==> config.mk <==
export PLATFORM = sky130hd
export DESIGN_NAME = exposure_ctrl
export DESIGN_NICKNAME = d
export VERILOG_FILES = /design/src/rtl/exposure_ctrl.sv
export SDC_FILE = /design/constraint.sdc
export NUM_CORES = 1
export LEC_CHECK = 0
export ABC_AREA = 0
export CAP_MARGIN = 20
export CORE_UTILIZATION = 49
export DETAILED_ROUTE_END_ITERATION = 12
export PLACE_DENSITY_LB_ADDON = 0.1
export SLEW_MARGIN = 20
export SYNTH_ARGS = -nofsm -noshare
export SYNTH_HDL_FRONTEND = slang
export SYNTH_SLANG_ARGS = --single-unit
==> constraint.sdc <==
create_clock -name Clk -period 1.85 [get_ports Clk]
set_input_delay 0.37 -clock Clk [delete_from_list [all_inputs] [get_ports Clk]]
set_output_delay 0.37 -clock Clk [all_outputs]
set_load 0.05 [all_outputs]
==> src/rtl/exposure_ctrl.sv <==
// -----------------------------------------------------------------------------
// exposure_ctrl
//
// Initiator side of the exposure timer interface. Drives Initial/Start into the
// external Timer_counter and consumes its Ovf5 overflow flag. Sequences the
// pixel array through IDLE -> EXPOSE -> READOUT (R0..R7) and holds the
// user-adjustable exposure time.
//
// Ports
//   Clk          in   1  system clock, rising edge
//   Reset        in   1  asynchronous, active-low reset
//   Init         in   1  start one exposure cycle (level, sampled in IDLE)
//   Exp_increase in   1  raise exposure by EXP_STEP (IDLE only)
//   Exp_decrease in   1  lower exposure by EXP_STEP (IDLE only)
//   Ovf5         in   1  timer overflow, only meaningful in EXPOSE
//   Initial      out  5  exposure value handed to the timer
//   Start        out  1  one-cycle timer start pulse
//   Erase        out  1  pixel erase, high in IDLE
//   Expose       out  1  pixel expose, high in EXPOSE
//   NRE_1        out  1  row-1 read enable, active-low
//   NRE_2        out  1  row-2 read enable, active-low
//   ADC          out  1  ADC convert strobe, one cycle per row
//   Busy         out  1  high outside IDLE
//   Err          out  1  sticky watchdog flag, cleared by the next accepted Init
//
// Every output is a flop. The decode logic works on the *next* state so that
// each registered output lines up with the state it belongs to, with no
// combinational path from any input to any output.
// -----------------------------------------------------------------------------
module exposure_ctrl #(
    parameter int unsigned EXP_MIN  = 2,
    parameter int unsigned EXP_MAX  = 30,
    parameter int unsigned EXP_DEF  = 16,
    parameter int unsigned EXP_STEP = 1,
    parameter int unsigned TIMEOUT  = 63
) (
    input  logic       Clk,
    input  logic       Reset,
    input  logic       Init,
    input  logic       Exp_increase,
    input  logic       Exp_decrease,
    input  logic       Ovf5,
    output logic [4:0] Initial,
    output logic       Start,
    output logic       Erase,
    output logic       Expose,
    output logic       NRE_1,
    output logic       NRE_2,
    output logic       ADC,
    output logic       Busy,
    output logic       Err
);

    // Exposure arithmetic is done at 6 bits so a step past 31 cannot wrap.
    localparam logic [5:0] C_EXP_MIN   = 6'(EXP_MIN);
    localparam logic [5:0] C_EXP_MAX   = 6'(EXP_MAX);
    localparam logic [5:0] C_EXP_DEF   = 6'(EXP_DEF);
    localparam logic [5:0] C_EXP_STEP  = 6'(EXP_STEP);
    // Watchdog value seen on the last EXPOSE cycle before a timeout.
    localparam logic [5:0] C_WDOG_LAST = 6'(TIMEOUT - 1);

    typedef enum logic [3:0] {
        S_IDLE,
        S_EXPOSE,
        S_R0,
        S_R1,
        S_R2,
        S_R3,
        S_R4,
        S_R5,
        S_R6,
        S_R7
    } state_t;

    state_t     r_state;
    state_t     w_state_nxt;

    logic       w_accept;       // Init taken in IDLE this cycle
    logic       w_timeout;      // watchdog expired without Ovf5

    logic [4:0] r_exp_time;
    logic [4:0] w_exp_nxt;
    logic [5:0] w_exp_sum;
    logic [4:0] w_exp_up;
    logic [4:0] w_exp_dn;

    logic [5:0] r_wdog;
    logic [5:0] w_wdog_nxt;

    logic [4:0] r_initial;
    logic       r_start;
    logic       r_erase;
    logic       r_expose;
    logic       r_nre_1;
    logic       r_nre_2;
    logic       r_adc;
    logic       r_busy;
    logic       r_err;

    logic       w_erase_nxt;
    logic       w_expose_nxt;
    logic       w_nre_1_nxt;
    logic       w_nre_2_nxt;
    logic       w_adc_nxt;
    logic       w_busy_nxt;

    // -------------------------------------------------------------------------
    // FSM process 1: state register
    // -------------------------------------------------------------------------
    // NOTE: sequential state uses non-blocking (<=) so every flop samples the
    // pre-edge values; blocking here would create order-dependent races.
    always_ff @(posedge Clk or negedge Reset) begin
        if (!Reset) begin
            r_state <= S_IDLE;
        end else begin
            r_state <= w_state_nxt;
        end
    end

    // -------------------------------------------------------------------------
    // FSM process 2: next-state logic
    // -------------------------------------------------------------------------
    // NOTE: every signal gets a default before the case; a path that leaves a
    // combinational signal unassigned would infer a latch.
    always_comb begin : next_state_logic
        w_state_nxt = r_state;
        w_accept    = 1'b0;
        w_timeout   = 1'b0;
        unique case (r_state)
            S_IDLE: begin
                if (Init) begin
                    w_state_nxt = S_EXPOSE;
                    w_accept    = 1'b1;
                end
            end
            S_EXPOSE: begin
                // Ovf5 wins over a watchdog expiry in the same cycle.
                if (Ovf5) begin
                    w_state_nxt = S_R0;
                end else if (r_wdog == C_WDOG_LAST) begin
                    w_state_nxt = S_IDLE;
                    w_timeout   = 1'b1;
                end
            end
            S_R0:    w_state_nxt = S_R1;
            S_R1:    w_state_nxt = S_R2;
            S_R2:    w_state_nxt = S_R3;
            S_R3:    w_state_nxt = S_R4;
            S_R4:    w_state_nxt = S_R5;
            S_R5:    w_state_nxt = S_R6;
            S_R6:    w_state_nxt = S_R7;
            S_R7:    w_state_nxt = S_IDLE;
            default: w_state_nxt = S_IDLE;
        endcase
    end

    // -------------------------------------------------------------------------
    // FSM process 3: output decode (from next state, registered below)
    // -------------------------------------------------------------------------
    always_comb begin : output_decode
        w_erase_nxt  = (w_state_nxt == S_IDLE);
        w_expose_nxt = (w_state_nxt == S_EXPOSE);
        w_busy_nxt   = (w_state_nxt != S_IDLE);
        w_nre_1_nxt  = 1'b1;
        w_nre_2_nxt  = 1'b1;
        w_adc_nxt    = 1'b0;
        unique case (w_state_nxt)
            S_R0, S_R2: w_nre_1_nxt = 1'b0;
            S_R1: begin
                w_nre_1_nxt = 1'b0;
                w_adc_nxt   = 1'b1;
            end
            S_R4, S_R6: w_nre_2_nxt = 1'b0;
            S_R5: begin
                w_nre_2_nxt = 1'b0;
                w_adc_nxt   = 1'b1;
            end
            default: ;
        endcase
    end

    // -------------------------------------------------------------------------
    // Exposure time adjust (IDLE only, Init has priority, both high = hold)
    // -------------------------------------------------------------------------
    assign w_exp_sum = {1'b0, r_exp_time} + C_EXP_STEP;
    assign w_exp_up  = (w_exp_sum > C_EXP_MAX) ? C_EXP_MAX[4:0] : w_exp_sum[4:0];
    assign w_exp_dn  = ({1'b0, r_exp_time} < (C_EXP_MIN + C_EXP_STEP))
                       ? C_EXP_MIN[4:0]
                       : (r_exp_time - C_EXP_STEP[4:0]);

    always_comb begin : exp_adjust
        w_exp_nxt = r_exp_time;
        if ((r_state == S_IDLE) && !Init) begin
            if (Exp_increase && !Exp_decrease) begin
                w_exp_nxt = w_exp_up;
            end else if (Exp_decrease && !Exp_increase) begin
                w_exp_nxt = w_exp_dn;
            end
        end
    end

    // Watchdog runs only while in EXPOSE and restarts from zero on each entry.
    assign w_wdog_nxt = (r_state == S_EXPOSE) ? (r_wdog + 6'd1) : 6'd0;

    // -------------------------------------------------------------------------
    // Datapath and output registers
    // -------------------------------------------------------------------------
    always_ff @(posedge Clk or negedge Reset) begin
        if (!Reset) begin
            r_exp_time <= C_EXP_DEF[4:0];
            r_wdog     <= 6'd0;
            r_initial  <= C_EXP_DEF[4:0];
            r_start    <= 1'b0;
            r_erase    <= 1'b1;
            r_expose   <= 1'b0;
            r_nre_1    <= 1'b1;
            r_nre_2    <= 1'b1;
            r_adc      <= 1'b0;
            r_busy     <= 1'b0;
            r_err      <= 1'b0;
        end else begin
            r_exp_time <= w_exp_nxt;
            r_wdog     <= w_wdog_nxt;
            // Initial is loaded only on accept, so it stays frozen from Start
            // until the timer overflows.
            if (w_accept) begin
                r_initial <= r_exp_time;
            end
            r_start  <= w_accept;
            r_erase  <= w_erase_nxt;
            r_expose <= w_expose_nxt;
            r_nre_1  <= w_nre_1_nxt;
            r_nre_2  <= w_nre_2_nxt;
            r_adc    <= w_adc_nxt;
            r_busy   <= w_busy_nxt;
            if (w_accept) begin
                r_err <= 1'b0;
            end else if (w_timeout) begin
                r_err <= 1'b1;
            end
        end
    end

    assign Initial = r_initial;
    assign Start   = r_start;
    assign Erase   = r_erase;
    assign Expose  = r_expose;
    assign NRE_1   = r_nre_1;
    assign NRE_2   = r_nre_2;
    assign ADC     = r_adc;
    assign Busy    = r_busy;
    assign Err     = r_err;

endmodule

; ---- After elaboration in Yosys (flattened, before gate mapping)
; Index checks and enable logic that the tools add are counted.
[op_classes]
mux = 19
order_cmp = 2
n_eq_ne = 16
reduce_logical = 15
add_sub_neg = 3
[op_table]
columns = cell, n
row1 = $pmux 4 s9, 1
row2 = $eq 4x3->1 const B, 7
row3 = $mux 5, 4
row4 = $eq 4x2->1 const B, 4
row5 = $mux 4, 3
row6 = $mux 1, 10
row7 = $eq 4x1->1 const B, 2
row8 = $eq 4x4->1 const B, 2
row9 = $logic_not 4->1, 2
row10 = $add 5x1->6 const B, 1
row11 = $add 6x1->6 const B, 1
row12 = $eq 6x6->1 const B, 1
row13 = $gt 6x5->1 const B, 1
row14 = $mux 6, 1
row15 = $reduce_or 3->1, 2
row16 = $lt 5x2->1 const B, 1
row17 = $sub 5x1->5 const B, 1
row18 = $reduce_bool 2->1, 2
row19 = $reduce_bool 4->1, 1
row20 = $logic_and 1x1->1, 3
row21 = $logic_not 1->1, 3
row22 = $reduce_and 2->1, 1
row23 = $reduce_or 2->1, 1
[totals]
ff_bits = 28
word_cells = 67
out_inout_bits = 13

; ---- Logic depth before layout (Yosys ltp)
[depth]
depth_word = 7
depth_mapped = 7
ltp_nobuf = 6

; ---- Least setup slack after synthesis
; Ideal clock, no wire load.
[synth_path]
kind = reg2reg
startpoint = reg r_exp_time[1]
endpoint = reg r_exp_time[0]
slack_ns = -0.177
arrival_time_ns = 1.907
setup_time_ns = 0.120
t_required_ns = 1.730
path_stages_with_launch = 8
cell_sequence = dfrtp_1 -> clkbuf_1 -> inv_1 -> ha_1 -> or3b_2 -> o22ai_1 -> o31ai_1 -> a31o_2
[synth_between]
elab_chain_cells = 4
[synth_lines]
columns = element, line_no
row1 = from (decl), 81  ; logic [4:0] r_exp_time;
row2 = from (signal assigned), 210  ; r_exp_time <= C_EXP_DEF[4:0];
row3 = from (signal assigned), 222  ; r_exp_time <= w_exp_nxt;
row4 = $add 5x1->6 / $lt 5x2->1 (equally long branches), "185, 187"
row5 = $gt 6x5->1 / $mux 5 (equally long branches), "186, 188"
row6 = $mux 5 (on tied branches), "186, 196"
row7 = $mux 5 *, 194  ; if (Exp_increase && !Exp_decrease) begin
; Mark *: on every way between the ends. The rest lies on a longest branch, timed or not. The select of a mux whose other input is x is not followed.
; A chain may end at the register's enable or synchronous reset.

; ---- Final worst setup path
[layout_path]
startpoint = reg r_exp_time[0]
endpoint = reg r_exp_time[0]
[layout_between]
elab_chain_cells = 4
[layout_lines]
columns = element, line_no
row1 = "$add 5x1->6, or another cell as far along", 185  ; assign w_exp_sum = {1'b0, r_exp_time} + C_EXP_STEP;
row2 = $gt 6x5->1 / $mux 5 (equally long branches), "186, 188"
row3 = $mux 5 (on tied branches), "186, 196"
row4 = $mux 5 *, 194
; Marked as above.

==> results by stage <==
Logic synthesis:
- The fraction of the mapped netlist area in compound gates is between 10% and 20%.
- By area, the combinational part of the netlist is dominated by simple AND/OR/NAND/NOR gates.
- Counting flops with a built-in enable in the synthesized netlist gives 0.
- Synthesis inferred 28 register bits.
- The synthesized netlist devotes under 10% of its cell area to XOR and XNOR gates.
- The per-instance average area after synthesis is just under 10 µm².
- Multiplexer cells account for between 3 and 4% of the synthesized area.
- The count of mapped cells out of synthesis is between 150 and 200.
- The part of the Yosys area used for sequential elements is between 40% and 50%.
- In the synthesized netlist the dominant register cell turns out to be sky130_fd_sc_hd__dfrtp_1.
- The distinct cell type count of the synthesized netlist is 49.
- The count of yosys warnings during synthesis is 0.
- Summing the areas of all fa, ha and maj instances in the mapped netlist gives 4.983% of the synthesized area.
- Synthesis produced a netlist with a net count of around 170.
- The share of synthesized registers carrying an async set or reset is 100.0%.
- Of the total synthesized cell area, the portion taken by AND, OR, NAND and NOR gates is approximately 22%.
- In this run the cell area of the synthesized design comes to between 1500 and 2000 µm².

Route:
- For this block, the routed nets add up to roughly 3200 µm of wire.
- The length of the first detailed-routing pass in iterations is 8.
- The detail route stage leaves a number of antenna-violating nets equal to 0.
- Dividing the detail-routed via count by the number of cells gives slightly below 6.
- The via count of the routed design is ~1200.
- The detail-routed net length per standard cell is about 15 µm.
- The number of design-rule violations left by the first detailed-router iteration is 39.
- The number of remaining DRC errors is 3.

Setup path:
- In this run the worst path has a maximum fanout of 4.
- The endpoint identified for the worst register-to-register timing path is r_exp_time[0].
- The worst setup path is launched from a flip-flop.
- The endpoint required time on the critical path is between 2000 and 2500 ps.
- The number of cell instances on the worst register-to-register path is 7.
- The path type of the worst setup path is flip-flop to flip-flop.
- STA classifies the critical path endpoint as a flip-flop.
- The beginning of the worst register-to-register path is r_exp_time[0].
- The worst register-to-register path has a setup slack of ~29 ps.
- At the worst endpoint, the arrival time is 2060 ps.

Final layout:
- The share of layout cells above drive strength 1 is 30.43%.
- The final standard cell utilization of the core is 66.92%.
- Relative to the synthesized area, the layout overhead comes to 25.66%.
- The repair_antennas step left the layout with diodes totalling 0.
- The leading cell type in the layout, fill and taps excluded is sky130_fd_sc_hd__buf_4.
- The post-route standard cell area excluding fillers is between 1500 and 2000 µm².
- The final cell count without fillers is 215.
- The library cells used most frequently in the layout, excluding fill and tap cells, are sky130_fd_sc_hd__buf_4 (29), sky130_fd_sc_hd__dfrtp_1 (22), sky130_fd_sc_hd__nand2_1 (13), sky130_fd_sc_hd__nor2_1 (13), sky130_fd_sc_hd__o21ai_0 (9).
- The final net count is 197.

Floorplan:
- The vertical die dimension is ~57 µm.
- The initial core utilization is between 50% and 60%.
- In this run the core area contains 19 standard-cell rows.
- The floorplan die area is 3300 µm².
- In this run the count of I/O pins placed on the die edge is 19.
- The region available for standard cell placement spans around 2800 µm².
- In this run the horizontal extent of the chip is ~57 µm.

Pwr:
- The maximum VDD drop is approximately 0.99 mV.
- In this run the power spent charging and discharging nets is 0.001393 W.
- The combinational share of power is a little under three fifths.
- The design draws around 0.0032 W.
- The power density normalized to cell area is ~1700 nW/µm².
- The share of total power dissipated in the clock network is 12.6%.
- The fraction of power spent switching nets is a little over two fifths.
- The static leakage power is around 0.84 nW.
- The sequential cell fraction of total power is about 30%.
- Internal power comes to 0.001793 W.

Placement:
- The pre-CTS setup slack is -229.3 ps.
- The post-DP HPWL is 2400 µm.
- The placer's final routability congestion estimate is roughly 1.
- The cell count after placement is 211.
- The standard cell area after detailed placement is ~1800 µm².
- Input and output buffers added on the ports amount to 18.

Clocking:
- TritonCTS built the clock tree.
- No sink is reached through more buffers than the 2 on the longest clock path.
- The number of setup buffers added after CTS is 0.
- Clock latency on the worst-skew pair, taken at its later pin, is between 300 and 400 ps.
- CTS built an H-tree with a depth of 1.
- The clock root buffer is sky130_fd_sc_hd__clkbuf_4.
- In this run, CTS created clock tree buffers numbering 3.
- Clock-pin slew was measured on the worst setup and hold paths at 150 ps.
- The number of sinks handled by clock tree synthesis is 28.

Worst hold path:
- In this run the worst hold path is classified as input pin to async pin.

Timing:
- The worst setup skew after layout is 6.683 ps.
- Measured against its own limit, the worst slew margin works out to 68.17%.
- The setup violation total in the final timing report is 0.
- The final setup slack of the worst path is approximately 29 ps.
- The final count of pins violating max slew is 0.
- Subtracting the final worst setup slack from the clock period gives 1821 ps.
- Dividing the final minimum period by the clock period gives a little over nine tenths.
- The hold violation count in the final report is 0.
- Based on the critical path, the design can be clocked at up to between 0.5 and 0.6 GHz.
- The actual transition at the worst max-transition pin is roughly 470 ps.

Global routing:
- The remaining global-route overflow is 0.
- The overall routing resource usage is between 20% and 30%.
- The largest net degree at the start of global routing is 29.
- The global-route wire length before repair is 5561 µm.
- The initial antenna violation count came to 0.
- The via count of the first global-routing pass is around 1200.

Run status:
- The checks that failed: design-rule violations.
- The run finished, with violations left.

Job:
- The tool flagged a number of max-cap violations equal to 0.
-- metrics by stage --
step	TNS [ps]	hold slack, ps
floorplan	0	74.41
global route	-59.38	421.6
detailed placement	-376.3	471.3
global placement	-329.1	462.7
finish	0	381.8
CTS	0	394.7
-- routing by layer --
metal	up-vias	wire length, µm	track usage (%)	part of all wire [%]
met5	-	0	0	0
met4	0	57	7.317	1.8
met3	8	133	2.268	4.2
met2	32	1609	36.54	50
met1	593	1401	28.91	44
li1	611	-	-	-
-- how the worst max path moves through the flow --
stage	start	endpoint	slack (ps)	depth (start not counted)
floorplan	r_exp_time[1]	r_exp_time[0]	5	7
global placement	Exp_decrease	r_exp_time[3]	-210	7
detailed placement	Exp_decrease	r_exp_time[3]	-230	7
CTS	r_exp_time[1]	r_exp_time[0]	1	7
global route	r_exp_time[1]	r_exp_time[0]	-50	6
finish	r_exp_time[0]	r_exp_time[0]	30	7
-- cell families (layout without fill, tap and decap cells) --
kind of cell | count (synthesis) | after routing
compound gates | 33 | 33
xor+xnor | 4 | 4
fa+ha+maj | 6 | 6
buf+inv | 18 | 48
flops | 28 | 28
mux | 5 | 5
simple gates | 60 | 60
-- flip-flops by register name, indices dropped and copies added, names as in the netlist --
signal	count
Err	1
Initial	5
r_state	4
Busy	1
NRE_2	1
NRE_1	1
r_exp_time	5
ADC	1
r_wdog	6
Start	1
Erase	1
Expose	1
-- layout make-up --
class | instances | area [µm²]
timing repair buffer | 36 | 285.3
clock inverter | 1 | 30.03
sequential | 28 | 708.2
multi-input combinational | 108 | 778.2
clock buffer | 3 | 22.52
inverter | 8 | 30.03
tap | 31 | 38.79
fill | 219 | 935.9
-- power groups by stage --
| stage | Sequential, W | Clock (W) | Combinational, W |
|---|---|---|---|
| after floorplan | 0.00127 | 0 | 0.000928 |
| after global placement | 0.000959 | 0 | 0.00173 |
| after detailed placement | 0.000971 | 0 | 0.00178 |
| after CTS | 0.000956 | 0.000412 | 0.00178 |
| after global routing | 0.000974 | 0.000436 | 0.00199 |
| final | 0.000955 | 0.000401 | 0.00183 |
-- cells in the mapped netlist, types with 3 or more instances --
library cell                n  area (µm²)
sky130_fd_sc_hd__dfrtp_1   23       575.6
sky130_fd_sc_hd__nand2_1   13       48.80
sky130_fd_sc_hd__nor2_1    13       48.80
sky130_fd_sc_hd__o21ai_0    9       45.04
sky130_fd_sc_hd__inv_1      8       30.03
sky130_fd_sc_hd__nor3_1     7       35.03
sky130_fd_sc_hd__clkbuf_1   6       22.52
sky130_fd_sc_hd__ha_1       6       75.07
sky130_fd_sc_hd__dfstp_2    5       131.4
sky130_fd_sc_hd__buf_2      4       20.02
sky130_fd_sc_hd__nand3_1    4       20.02
sky130_fd_sc_hd__a211o_1    3       26.28
sky130_fd_sc_hd__a21oi_1    3       15.01
sky130_fd_sc_hd__mux2_2     3       33.78
sky130_fd_sc_hd__xor2_1     3       26.28
-- critical path: stages, from the launching register on --
cell,delay (ps)
sky130_fd_sc_hd__dfrtp_2,420
sky130_fd_sc_hd__inv_1,90
sky130_fd_sc_hd__ha_4,260
sky130_fd_sc_hd__buf_4,110
sky130_fd_sc_hd__nand2b_1,80
sky130_fd_sc_hd__nor3_1,390
sky130_fd_sc_hd__o31ai_4,140
sky130_fd_sc_hd__a31o_2,250
-- timing repair --
| action | 4_1_cts | 5_1_grt |
|---|---|---|
| setup endpoints to repair | 3 | 3 |
| pin swaps | 0 | 1 |
| resized for setup | 3 | 6 |
| hold buffers | 0 | 0 |
| hold endpoints to repair | 0 | 0 |
Power figures use the tool's default switching activity.
